===== src/rtl/fifo_stream_reader.sv =====
// Drains a synchronous FIFO (1-cycle read latency) into a valid/ready stream through a 2-entry skid buffer.
// Optional beat counter o_xfer_cnt is built when FIFO_RD_CNT_EN is defined.
module fifo_stream_reader #(
   parameter int DATA_WIDTH = 8
`ifdef FIFO_RD_CNT_EN
   , parameter int CNT_WIDTH = 16
`endif
) (
   input  logic                  i_sys_clk,
   input  logic                  i_sys_rst,
   input  logic                  i_fifo_empty,
   input  logic [DATA_WIDTH-1:0] i_fifo_rdata,
   output logic                  o_fifo_rden,
   output logic                  o_m_valid,
   output logic [DATA_WIDTH-1:0] o_m_data,
   input  logic                  i_m_ready
`ifdef FIFO_RD_CNT_EN
   , output logic [CNT_WIDTH-1:0] o_xfer_cnt
`endif
);

   logic [DATA_WIDTH-1:0] mem [2];
   logic                  wr_ptr;
   logic                  rd_ptr;
   logic                  inflight;
   logic [1:0]            occ;
   logic                  pop;
   logic [2:0]            level;

   assign o_m_valid = (occ != 2'd0);
   assign o_m_data  = mem[rd_ptr];

   // level is the occupancy after this cycle; a read is only issued if its word will have a slot.
   always_comb begin
      pop         = o_m_valid & i_m_ready;
      level       = {1'b0, occ} + {2'b00, inflight} - {2'b00, pop};
      o_fifo_rden = ~i_sys_rst & ~i_fifo_empty & (level < 3'd2);
   end

   always_ff @(posedge i_sys_clk) begin
      if (i_sys_rst) begin
         for (int i = 0; i < 2; i++) mem[i] <= '0;
         wr_ptr   <= 1'b0;
         rd_ptr   <= 1'b0;
         inflight <= 1'b0;
         occ      <= 2'd0;
      end else begin
         inflight <= o_fifo_rden;
         if (inflight) begin
            mem[wr_ptr] <= i_fifo_rdata;
            wr_ptr      <= ~wr_ptr;
         end
         if (pop) rd_ptr <= ~rd_ptr;
         occ <= level[1:0];
      end
   end

`ifdef FIFO_RD_CNT_EN
   always_ff @(posedge i_sys_clk) begin
      if (i_sys_rst) o_xfer_cnt <= '0;
      else if (pop)  o_xfer_cnt <= o_xfer_cnt + 1'b1;
   end
`endif

endmodule

===== config.mk =====
export PLATFORM = sky130hd
export DESIGN_NAME = fifo_stream_reader
export DESIGN_NICKNAME = d
export VERILOG_FILES = /design/src/rtl/fifo_stream_reader.sv
export SDC_FILE = /design/constraint.sdc
export NUM_CORES = 1
export LEC_CHECK = 0
export CORE_UTILIZATION = 30
export CTS_CLUSTER_DIAMETER = 100
export CTS_CLUSTER_SIZE = 20
export DETAILED_ROUTE_END_ITERATION = 8
export PLACE_DENSITY = 0.49
export SYNTH_ARGS = -nofsm -noshare
export SYNTH_HDL_FRONTEND = slang
export SYNTH_SLANG_ARGS = --single-unit

===== constraint.sdc =====
create_clock -name i_sys_clk -period 5.7 [get_ports i_sys_clk]
set_input_delay 1.425 -clock i_sys_clk [delete_from_list [all_inputs] [get_ports i_sys_clk]]
set_output_delay 1.425 -clock i_sys_clk [all_outputs]
set_load 0.02 [all_outputs]

## Word level (Yosys, flattened, before mapping)

Memories as Yosys holds them, arrays and structs flattened. A register that Yosys moved wholly into a read port is not among the register bits.
Cells that the tools add are included.

- Bits in registers: 5
- RAM bits: 16
- Memories kept: 1

- $add $sub $neg: 2
- Magnitude comparators: 1
- Muxes and demuxes: 10
- Bitwise gates (word level): 7
- Reductions and logical operators: 2

Memory list:

| memory | depth | width | rd ports | clocked after memory_dff | write ports | line | text |
|---|---|---|---|---|---|---|---|
| mem | 2 | 8 | 1 | 1 | 2 | 22 | `logic [DATA_WIDTH-1:0] mem [2];` |

Operator list:

| kind | count |
|---|---|
| $mux W1 | 9 |
| $mux W8 | 1 |
| $reduce_or A8 Y1 | 1 |
| $not A1 Y1 | 4 |
| $add A2 B1 Y3 | 1 |
| $and A1 B1 Y1 | 3 |
| $lt A3 B2 Y1 const B | 1 |
| $sub A3 B1 Y3 | 1 |
| $reduce_bool A2 Y1 | 1 |

## Depth between registers and ports, before layout

Gate-level depths: netlist (run 1).

- Word-level depth: 5
- Depth in mapped cells: 7
- Depth with buffers taken out: 7

## Worst setup path after synthesis (run 1)

OpenSTA, ideal clock, no wires.

- Path type: in2out
- Start point: input port i_m_ready
- End point: output port o_fifo_rden
- Arrival: 3.172 ns
- Data required time: 4.275 ns
- Setup slack: 1.103 ns
- Stages on the path: 6
- Path buffers: 0
- Path through: o21a_1 > ha_1 > inv_1 > ha_1 > fa_1 > nor4_1

- Longest elaborated chain between the ends: 4

Ends and longest elaborated chain:

| what | line | text |
|---|---|---|
| start: declaration | 16 | `input logic i_m_ready` |
| $and A1 B1 Y1 | 35 | `pop = o_m_valid & i_m_ready;` |
| $sub A3 B1 Y3 | 36 | `level = {1'b0, occ} + {2'b00, inflight} - {2'b00, pop};` |
| net level[1] | 28 | `logic [2:0] level;` |
| $lt A3 B2 Y1 | 37 | `o_fifo_rden = ~i_sys_rst & ~i_fifo_empty & (level < 3'd2);` |
| $and A1 B1 Y1 | 37 |  |
| end: declaration | 13 | `output logic o_fifo_rden,` |

The timed path passes the listed nets, and every way through them passes these cells.

## Worst setup path after layout (run 1)

- Start point: input port i_m_ready
- End point: output port o_fifo_rden

- Longest elaborated chain between the ends: 4

Ends and longest elaborated chain:

| what | line | text |
|---|---|---|
| $and A1 B1 Y1 | 35 |  |
| net pop | 27 | `logic pop;` |
| $sub A3 B1 Y3 | 36 |  |
| net level[1] | 28 |  |
| $lt A3 B2 Y1 | 37 |  |
| $and A1 B1 Y1 | 37 |  |

The timed path passes the listed nets, and every way through them passes these cells.

==> results of run 1 <==
[worst paths after layout]
| kind | startpoint | end | depth (start not counted) |
|---|---|---|---|
| worst max register to register | occ[0] | inflight | 6 |
| worst min-delay path | wr_ptr | wr_ptr | 2 |
| worst min register to register | wr_ptr | wr_ptr | 2 |
| worst max-delay path | i_m_ready | o_fifo_rden | 8 |
[final cells by class]
type / count / area (um2)
clock buffer: 3 / 22.5
clock inverter: 1 / 3.75
fill: 321 / 1830
inverter: 4 / 15.0
multi-input combinational: 52 / 358
sequential: 22 / 601
tap: 44 / 55.1
timing repair buffer: 22 / 218
[sequential cells by signal, indices dropped and copies added (netlist names), named ones only]
signal and cells:
mem 16, occ 2, inflight 1, rd_ptr 1
wr_ptr 1
[layer usage]
layer | share of wire [%] | wire [um] | vias to the layer above | GRT usage [%]
met1 | 47 | 800 | 294 | 12.6
li1 | - | - | 322 | -
met3 | 4.0 | 68 | 2 | 3.06
met4 | 0.70 | 12 | 0 | 5.10
met5 | 0 | 0 | - | 0
met2 | 48 | 823 | 13 | 20.4
[logic make-up after synthesis]
logic type | after synthesis | synth area share (%)
compound gates | 2 | 1.26
xor+xnor | 1 | 0.884
fa+ha+maj | 3 | 4.55
buf+inv | 7 | 3.28
flops | 22 | 60.6
mux | 10 | 11.4
simple gates | 36 | 18.1
[critical path: cells and delay by family]
family,cells,cell delay [ps]
compound gates,1,160
fa+ha+maj,3,830
buf+inv,3,1170
simple gates,1,250
[synth_stat cells]
cell type | n | area, um2
mux2_2 | 10 | 113
dfxtp_1 | 6 | 120
xnor2_1 | 1 | 8.76
a21oi_1 | 1 | 5.00
nor2b_1 | 2 | 12.5
buf_2 | 2 | 10.0
o21a_1 | 1 | 7.51
buf_4 | 1 | 7.51
inv_1 | 4 | 15.0
nand2b_1 | 12 | 75.1
edfxtp_1 | 16 | 480
nor2_1 | 17 | 63.8
and2b_1 | 1 | 7.51
nor4_1 | 2 | 12.5
fa_1 | 1 | 20.0
ha_1 | 2 | 25.0
nand2_1 | 2 | 7.51
[report_power, final]
part,switching [W],internal (W)
clock,0.0000460,0.0000255
sequential,0.0000195,0.000210
combinational,0.0000954,0.000106
total,0.000161,0.000341
[through the flow]
stage	hold slack [ps]	worst slack (ps)
final	494	430
after global placement	466	472
after detailed placement	473	426
after CTS	492	404
after floorplan	456	1100
after global routing	510	315
[cells in the final DEF (no fill, tap or decap), types with 2 or more instances in the layout]
| master | count |
|---|---|
| clkbuf_4 | 3 |
| nand2b_1 | 12 |
| inv_1 | 4 |
| clkdlybuf4s50_1 | 21 |
| dfxtp_1 | 6 |
| nor2_1 | 17 |
| ha_1 | 2 |
| edfxtp_1 | 16 |
| nand2_1 | 2 |
| nor2b_1 | 2 |
| mux2_2 | 10 |
| nor4_1 | 2 |
==> flow_metrics.py, run 1 <==
metrics = {
    "cells_and_area": {
        "layout-area-overhead-vs-synth_pct": 28.4,
        "final_cell_area_um2": 1270,
        "final_cells": 148,
        "final_util_pct": 41.0,
        "antennaDiodeCount": 0,
        "nNetsFinal": 120,
        "drive_gt1_share_pct": 13.5,
    },
    "clock_tree": {
        "cts_tree": "yes",
        "ctsHoldBuffers": 0,
        "cts_resized": 0,
        "cts_buffer_depth": 2,
        "clk_latency_ps": 300,
        "htreeDepth": 1,
        "clk_pin_slew_worst_paths_ps": 110,
        "cts_setup_buffers": 0,
        "cts-root-buf": "clkbuf_4",
        "cts_sinks": 22,
        "cts_buffers": 3,
    },
    "sta": {
        "hold_viol": 0,
        "worstMarginPinSlew_ps": 440,
        "slew_headroom_pct": 70.7,
        "fmax_mhz": 190,
        "slew_violations": 0,
        "setup-tns-final_ps": 0,
        "final.setup_skew_ps": 9.78,
        "period_minus_slack_ps": 5270,
        "finalCritPeriodShare_pct": 92.5,
        "rsz0062_at_grt": "false",
        "setup_viol": 0,
    },
    "floorplan": {
        "die-area_um2": 3540,
        "rows": 20,
        "core_area_um2": 3100,
        "die_h_um": 59.5,
        "die_x_um": 59.5,
        "initial_utilization_pct": 31.9,
        "ioPinCount": 22,
    },
    "synth": {
        "yosys_warnings": 0,
        "synth_cells": 81,
        "syn-num-nets": 96,
        "syn_area_um2": 991,
        "ys_seq_elements": 22,
        "seq_area_frac_synth_pct": 60.6,
        "ys_types": 17,
        "avgSynthCellArea_um2": 12.2,
    },
    "grt": {
        "grt_overflow": 0,
        "grt_pass1_wl_mm": 2.78,
        "grt_pass1_vias": 631,
        "track_usage_pct": 11.4,
        "grt_max_degree": 18,
        "antenna_found_initial": 0,
    },
    "drt": {
        "wl_per_cell_um": 11.5,
        "antenna_left": 0,
        "vias": 631,
        "routed_wl_mm": 1.71,
        "drt_iter0_markers": 19,
        "vias_per_cell": 4.26,
        "route.detailed.drc": 0,
        "dr.pass1.iters": 4,
    },
    "pwr": {
        "powerDensity_nw_per_um2": 395,
        "p_total_w": 0.000502,
        "p_leak_nw": 0.469,
        "ir_worst_vdd_uv": 151,
    },
    "setup_path": {
        "timing_worst_setup_path_type": "input port to output port",
        "crit_fanout": 3,
        "rrSetupSlack_ps": 3840,
        "end_kind": "output port",
        "cp.required_ps": 4280,
        "crit_chain": "clkdlybuf4s50_1, o21a_1, ha_1, inv_1, ha_1, fa_1, nor4_1, clkdlybuf4s50_1",
        "start_kind": "input port",
        "cp.arrival_ps": 3850,
        "cpMaxStageDelayCell": "clkdlybuf4s50_1",
        "cpPeakStageDelay_ps": 650,
    },
    "place": {
        "gpl.final_weighted_congestion": 0.653,
        "hpwl_mm": 1.17,
        "port_buffers": 21,
        "dp.cells": 144,
        "place_area_um2": 1250,
    },
    "run_status": {
        "outcome": "completed",
    },
    "min_path": {
        "holdCritPathClass": "flop to flop",
    },
    "run": {
        "cap_violations": 0,
    },
}
Power figures use the tool's default switching activity.
==> inputs of run 2 (changes only) <==
--- a/config.mk
+++ b/config.mk
@@ -5,11 +5,11 @@
 export SDC_FILE = /design/constraint.sdc
 export NUM_CORES = 1
 export LEC_CHECK = 0
+export ABC_CLOCK_PERIOD_IN_PS = 5700
 export CORE_UTILIZATION = 30
 export CTS_CLUSTER_DIAMETER = 100
 export CTS_CLUSTER_SIZE = 20
 export DETAILED_ROUTE_END_ITERATION = 8
-export PLACE_DENSITY = 0.49
 export SYNTH_ARGS = -nofsm -noshare
 export SYNTH_HDL_FRONTEND = slang
 export SYNTH_SLANG_ARGS = --single-unit
==> run 2 against run 1 <==
  * Clock power increased by 69%
  * Cell count decreased by 0.68%
  * First-iteration DRC count decreased by 63%
  * Highest routed layer unchanged
  * Critical path type unchanged
  * Sequential share of layout area decreased by 0.69 points
  * Routed wire length increased by 3.9%
  * Critical path depth unchanged
  * Count of clock-buffer cells in the layout unchanged
  * Setup slack improved by 14 ps
  * Sequential cell count unchanged
  * Largest cell class unchanged
  * Total power increased by 9.5%
==> flow_metrics.py, run 2 (synthesized netlist as in run 1, its figures left out) <==
metrics = {
    "drt": {
        "route.detailed.drc": 0,
        "vias_per_cell": 4.33,
        "antenna_left": 0,
        "drt_iter0_markers": 7,
        "dr.pass1.iters": 4,
        "wl_per_cell_um": 12.1,
        "routed_wl_mm": 1.77,
        "vias": 636,
    },
    "place": {
        "gpl.final_weighted_congestion": 0.658,
        "hpwl_mm": 1.22,
        "port_buffers": 21,
        "place_area_um2": 1240,
    },
    "setup_path": {
        "cpPeakStageDelay_ps": 650,
        "cp.arrival_ps": 3830,
        "crit_fanout": 3,
        "cpMaxStageDelayCell": "clkdlybuf4s50_1",
        "cp.required_ps": 4280,
        "crit_chain": "clkdlybuf4s50_1, o21a_1, ha_1, inv_1, ha_1, fa_1, nor4_1, clkdlybuf4s50_1",
        "start_kind": "input port",
        "end_kind": "output port",
        "timing_worst_setup_path_type": "input port to output port",
        "rrSetupSlack_ps": 3840,
    },
    "cells_and_area": {
        "fill_cells": 318,
        "drive_gt1_share_pct": 13.6,
        "multiInputGateArea_um2": 358,
        "antennaDiodeCount": 0,
        "reg_top3": "mem: 16 flops, occ: 2 flops",
        "final_cell_area_um2": 1290,
        "layout_commonest_cell": "clkdlybuf4s50_1",
        "final_cell_mix": "21 x clkdlybuf4s50_1, 17 x nor2_1, 16 x edfxtp_1",
        "nNetsFinal": 119,
        "largest-register": "mem",
        "seq_area_um2": 601,
        "layout-area-overhead-vs-synth_pct": 30.3,
        "largest_reg_flops": 16,
    },
    "min_path": {
        "holdCritPathClass": "flop to flop",
    },
    "sta": {
        "period_minus_slack_ps": 5260,
        "setup_viol": 0,
        "final.setup_skew_ps": 13.8,
        "slew_headroom_pct": 65.6,
        "setup-tns-final_ps": 0,
        "hold_viol": 0,
        "finalCritPeriodShare_pct": 92.2,
        "slew_violations": 0,
        "worstMarginPinSlew_ps": 514,
        "fmax_mhz": 190,
        "rsz0062_at_grt": "false",
    },
    "floorplan": {
        "ioPinCount": 22,
        "initial_utilization_pct": 31.9,
        "rows": 20,
        "die_h_um": 59.5,
        "die-area_um2": 3540,
        "die_x_um": 59.5,
        "core_area_um2": 3100,
    },
    "pwr": {
        "powerDensity_nw_per_um2": 426,
        "p_leak_nw": 0.477,
        "p_comb_share_pct": 36.2,
        "power.share.sequential_pct": 41.9,
        "intPower_w": 0.000386,
        "switching_share_pct": 29.8,
        "ir_worst_vdd_uv": 268,
        "power.switching_w": 0.000164,
        "power_frac_clock_pct": 21.9,
    },
    "run_status": {
        "outcome": "completed",
    },
    "clock_tree": {
        "cts_buffers": 3,
        "cts_resized": 0,
        "clk_latency_ps": 320,
        "cts_setup_buffers": 0,
        "cts_buffer_depth": 2,
        "htreeDepth": 1,
        "cts-root-buf": "clkbuf_4",
        "clk_pin_slew_worst_paths_ps": 120,
        "cts_tree": "yes",
        "ctsHoldBuffers": 0,
        "cts_sinks": 22,
    },
    "grt": {
        "grt_overflow": 0,
        "grt_pass1_vias": 617,
        "grt_pass1_wl_mm": 2.86,
        "track_usage_pct": 11.4,
        "grt_max_degree": 18,
        "antenna_found_initial": 0,
    },
    "run": {
        "cap_violations": 0,
    },
}
[run 2: cell types whose count changed in the layout (fill, tap and decap cells not counted)]
cell,previous run,this run
clkinv_1,1,0
buf_4,1,0
bufinv_16,0,1
[run 2: path summary, 6_finish.rpt]
kind,start,to,depth (start not counted)
max,i_m_ready,o_fifo_rden,8
min,wr_ptr,wr_ptr,2
max reg2reg,occ[1],inflight,6
min reg2reg,wr_ptr,wr_ptr,2
[run 2: metal layers]
layer,GRT usage (%),wire length (um),up-vias
met1,13.7,794,297
met2,18.5,862,19
met3,5.24,100,2
met4,3.06,13,0
li1,-,-,318
met5,0,0,-
[run 2: worst max-delay path: cells and delay by family]
family | cells | cell delay (ps)
buf+inv | 3 | 1160
fa+ha+maj | 3 | 830
simple gates | 1 | 240
compound gates | 1 | 170
[run 2: per-stage QoR]
stage / hold slack (ps) / instances / utilization [%] / setup slack [ps] / total power, W
floorplan: 456 / 81 / - / 1100 / 0.000356
global placement: 464 / 143 / 39.9 / 478 / 0.000431
detailed placement: 480 / 143 / 39.9 / 461 / 0.000436
CTS: 507 / 147 / 41.6 / 440 / 0.000556
global route: 519 / 147 / 41.6 / 300 / 0.000581
finish: 511 / 147 / 41.6 / 444 / 0.000550
[run 2: layout make-up]
cell class,instances,area share (%)
Sequential cell,22,46.5
Clock buffer,3,1.74
Inverter,4,1.16
Timing Repair Buffer,21,16.3
Clock inverter,1,2.33
Multi-Input combinational cell,52,27.7
Tap cell,44,4.26
[run 2: power groups by stage]
stage	logic [W]	clock network, W	registers, W
2_1_floorplan	0.000133	0	0.000223
3_3_place_gp	0.000199	0	0.000232
3_5_place_dp	0.000201	0	0.000235
4_1_cts	0.000202	0.000123	0.000231
5_1_grt	0.000217	0.000129	0.000235
6_report	0.000199	0.000121	0.000230
==> RTL change 1 (settings of run 1) <==
Add a define of `FIFO_RD_CNT_EN`.
--- a/src/rtl/fifo_stream_reader.sv
+++ b/src/rtl/fifo_stream_reader.sv
@@ -1,5 +1,7 @@
 // Drains a synchronous FIFO (1-cycle read latency) into a valid/ready stream through a 2-entry skid buffer.
 // Optional beat counter o_xfer_cnt is built when FIFO_RD_CNT_EN is defined.
+`define FIFO_RD_CNT_EN
+
 module fifo_stream_reader #(
    parameter int DATA_WIDTH = 8
 `ifdef FIFO_RD_CNT_EN
Check against the original RTL (old outputs only; new: o_xfer_cnt): equivalent (equiv_simple and equiv_induct, registers matched by name and starting in step).
==> RTL change 1 against run 1 <==
Sequential cell count grew 16; sequential power grew 55%; cell count grew 78%; wire length grew 98%; design area grew 74%; sequential share of layout area shrank 5.5 points; area after synthesis grew 70%; setup slack gained 130 ps; die area grew 67%; power grew 51%; critical path depth grew 1; largest cell class unchanged.
==> RTL change 1: results (changes against run 1) <==
Outcome
  • Status: finished clean

GRT
  • Antenna violations before repair: 0 (unchanged)
  • Gr usage total: 0.1220 (+0.007826)
  • First-pass GRT wire length: 5575 microns (+100%)
  • Pin count of the biggest net entering global routing: 28 (+10)

Worst setup path
  • CP max FO: 6 (+3)
  • Reg2reg path depth: 7 (+1)
  • Worst setup path startpoint: i_m_ready
  • Worst Path Arrival: 3710 ps (-140 ps)
  • Worst R2R Start: occ[1]$_SDFF_PP0_

Finish
  • Largest regs: mem: 16 flops, o_xfer_cnt: 16 flops, occ: 2 flops
  • Fin nets: 208 (+73%)
  • Ratio of cells with drive above 1 in the final layout: 0.1036 (-0.03099)
  • Antenna cells: 0 (unchanged)
  • # fillers: 506 (+58%)

Hold path
  • Hold Path Origin: o_xfer_cnt[15]$_SDFFE_PP0P_
  • Worst min-delay path class: flop to flop
  • Hold Crit Depth: 2 (unchanged)

Placed design
  • Gpl congestion: 0.7817 (+20%)
  • Hpwl dp: 2377 microns (+100%)
  • DP Worst Slack: 130.1 ps (-296.4 ps)
  • Port Buffers: 37 (+76%)

Route
  • WL final: 3373 microns (+98%)
  • First-pass DRT Iterations: 4 (unchanged)
  • Vias: 1200 (+90%)
  • Starting DRT DRC Count: 55 (+36)

Logic synthesis
  • Yosys cell types: 33 (+16)
  • EDFF count, synth: 16 (unchanged)
  • Async SR Flop Fraction: 0 (unchanged)
  • Most instantiated cells after synthesis: dfxtp_1, and2_1, edfxtp_1
  • Yosys warning count: 0 (unchanged)
  • Syn_nets: 168 (+75%)
  • Synth top area cells: edfxtp_1, dfxtp_1, and2_1, mux2_2, xnor2_1
  • Post-synthesis sequential area ratio: 0.5476 (-0.05844)

Clock network
  • Clock root buffer: clkbuf_8
  • Max clock buf depth: 2 (unchanged)
  • TritonCTS Buffers: 5 (+2)
  • CTS H-tree lvls: 2 (+1)
  • Worst-path clk slew: 70 ps (-40 ps)

Power
  • Pleak: 0.0008206 uW (+75%)
  • Maximum vdd drop: 156.3 uV (+3.2%)

Timing
  • Worst slew pin tran: 940.3 ps (+500.1 ps)
  • Clock skew: 7.928 ps (-1.853 ps)
  • Setup TNS: 0 ps (unchanged)
-- RTL change 1: cell types whose count changed in the layout (fill, tap and decap cells not counted), moves of 4 or more --
cell and delta:
nand2_1 +8, nand2b_1 -12, clkdlybuf4s50_1 +15, dfxtp_1 +16
clkbuf_8 +5, xor2_1 +7, and2_1 +16, a21oi_1 +4
xnor2_1 +6
-- RTL change 1: layer usage --
metal  global-route usage  vias up  routed length, microns
met5                    0        -                       0
met4              0.06346        0                      69
met3              0.03452        7                     149
met2               0.2054       25                    1630
met1               0.1398      568                    1523
li1                     -      600                       -
-- RTL change 1: final timing paths --
path                                                     to  slack [ps]
worst max-delay path                            o_fifo_rden         560
worst min-delay path            o_xfer_cnt[15]$_SDFFE_PP0P_         480
worst max register to register          inflight$_SDFF_PP0_        3570
worst min register to register  o_xfer_cnt[15]$_SDFFE_PP0P_         480
-- RTL change 1: logic make-up (layout without fill, tap and decap cells) --
family / count (synthesis) / in the layout / share of synthesized area
adder cells (fa/ha/maj): 4 / 4 / 0.03423
AO/OA/AOI/OAI: 12 / 12 / 0.04464
buffers and inverters: 11 / 52 / 0.02901
flip-flops: 38 / 38 / 0.5476
multiplexers: 8 / 8 / 0.05357
AND/OR/NAND/NOR: 65 / 65 / 0.2180
XOR/XNOR: 14 / 14 / 0.07292
-- RTL change 1: metrics by stage --
step	hold slack [ps]	instance area (sq um)	power, uW	util	instances
after detailed placement	471.9	2121	592.1	0.4049	255
after CTS	484.3	2206	772.2	0.4212	263
after floorplan	481.3	1682	494.5	-	152
after global placement	468.1	2121	583.0	0.4049	255
final	483.2	2208	760.4	0.4216	263
after global routing	522.6	2208	798.8	0.4216	263
-- RTL change 1: power breakdown --
group          switching, uW  internal, uW  total, uW  leakage, uW
Combinational            109           118        227     0.000434
Clock                   94.9          83.7        179    0.0000416
Sequential              29.2           325        354     0.000345
Total                    233           527        760     0.000821
-- RTL change 1: final cells by class --
class / instances / share of cell area
well taps: 70 / 0.03966
flip-flops and latches: 38 / 0.4170
multi-input cells: 103 / 0.3224
inverters: 6 / 0.01020
clock inverters: 3 / 0.007365
clock buffers: 5 / 0.03116
repair buffers: 38 / 0.1722
-- RTL change 1: critical path: stages --
cell and delay, ps:
clkdlybuf4s50_1 440, o21ai_2 130, inv_1 170, ha_1 300, inv_1 40, ha_1 180, fa_1 480, nor4_1 270
dlymetal6s2s_1 270
-- RTL change 1: what timing repair did --
item	in CTS	in global routing
setup buffers	0	0
setup endpoints to repair	0	1
resized for setup	0	1
==> RTL change 2 (settings of run 1) <==
Without the edit above. Set the parameter `DATA_WIDTH` to 10 (it was 8).
--- a/src/rtl/fifo_stream_reader.sv
+++ b/src/rtl/fifo_stream_reader.sv
@@ -1,7 +1,7 @@
 // Drains a synchronous FIFO (1-cycle read latency) into a valid/ready stream through a 2-entry skid buffer.
 // Optional beat counter o_xfer_cnt is built when FIFO_RD_CNT_EN is defined.
 module fifo_stream_reader #(
-   parameter int DATA_WIDTH = 8
+   parameter int DATA_WIDTH = 10
 `ifdef FIFO_RD_CNT_EN
    , parameter int CNT_WIDTH = 16
 `endif
Ports: changed (resized i_fifo_rdata and o_m_data); port bits go from 22 to 26. No check against the original RTL was run, so the function may have changed too.
==> RTL change 2 against run 1 <==
Synthesized cell count is 17% higher; power is 20% higher; sequential cell count is 4 higher; clock skew is 7.3 ps lower; wire length is 16% higher; setup slack worse by 34 ps; utilization is 0.40 points lower; sequential power is 18% higher; area after synthesis is 20% higher; count of clock-buffer cells in the layout stayed put; design area is 19% higher; critical path type unchanged; highest routed layer unchanged.
==> RTL change 2: results (changes against run 1) <==
Outcome
  • Status: finished clean

Route
  • WL final: 1986 microns (+16%)
  • First-pass DRT Iterations: 3 (-1)
  • Starting DRT DRC Count: 11 (-8)
  • Drt wl/cell: 11.89 microns (+3.2%)
  • Vias: 755 (+20%)

Logic synthesis
  • Most instantiated cells after synthesis: nor2_1, edfxtp_1, nand2b_1
  • Post-synthesis compound-gate area fraction: 0.01054 (-0.002089)
  • Synth top area cells: edfxtp_1, dfxtp_1, mux2_2, nand2b_1, nor2_1
  • Syn_nets: 112 (+17%)
  • Synthesized netlist cell count: 95 (+17%)
  • Mux cell area share after synthesis: 0.1201 (+0.006490)
  • EDFF count, synth: 20 (+4)

Clock network
  • Worst-path clk slew: 80 ps (-30 ps)
  • Clock root buffer: clkbuf_8
  • Worst-skew pair later-pin latency: 260 ps (-40 ps)

GRT
  • First-pass GRT wire length: 3312 microns (+19%)
  • Gr usage total: 0.1042 (-0.009995)
  • Pin count of the biggest net entering global routing: 19 (+1)

Placed design
  • Gpl congestion: 0.6846 (+4.9%)
  • Port Buffers: 25 (+19%)
  • Placed Cells: 164 (+14%)

Finish
  • Multi-input combinational area share: 0.2745 (-0.006759)
  • Largest regs: mem: 20 flops, occ: 2 flops
  • Bufs w/o clock: 26 (+18%)
  • Seq/total area: 0.4776 (+0.005634)
  • Fin nets: 138 (+15%)
  • Ratio of cells with drive above 1 in the final layout: 0.1345 (-0.0001616)
  • # fillers: 375 (+17%)
  • Signal buf overhead: 0.1708 (-0.0002795)
  • Sequential cell count: 26 (+18%)

Power
  • Seq power: 270 uW (+18%)
  • Internal power: 419.9 uW (+23%)
  • Combinational power: 235 uW (+17%)
  • Pleak: 0.0005496 uW (+17%)

Die
  • Tap cells: 48 (+9.1%)

Worst setup path
  • Worst Path Arrival: 3880 ps (+30 ps)
  • R2R setup slack: 3830 ps (about the same)

Timing
  • Hold_ws: 486.0 ps (-7.641 ps)
  • Clock skew: 2.529 ps (-7.252 ps)

Hold path
  • Hold Crit Depth: 2 (unchanged)
  • Worst min-delay path class: flop to flop
RTL change 2: cell count changes in the layout (fill, tap and decap cells not counted), sizes merged:
| cell | run 1 | this run |
|---|---|---|
| clkinv | 1 | 0 |
| nor2 | 17 | 21 |
| mux2 | 10 | 12 |
| nor2b | 2 | 3 |
| nand2b | 12 | 14 |
| and2b | 1 | 0 |
| edfxtp | 16 | 20 |
| clkdlybuf4s50 | 21 | 25 |
RTL change 2: layer usage:
| metal | vias to the layer above | track usage | routed length [microns] |
|---|---|---|---|
| met5 | - | 0 | 0 |
| met4 | 0 | 0.03056 | 8 |
| met3 | 2 | 0.01585 | 52 |
| met2 | 15 | 0.2005 | 1060 |
| met1 | 367 | 0.1156 | 865 |
| li1 | 371 | - | - |
RTL change 2: through the flow:
step,utilization,worst slack [ps]
floorplan,-,1083
global placement,0.3949,438.2
detailed placement,0.3949,393.7
CTS,0.4061,392.0
global route,0.4061,286.7
finish,0.4061,395.6
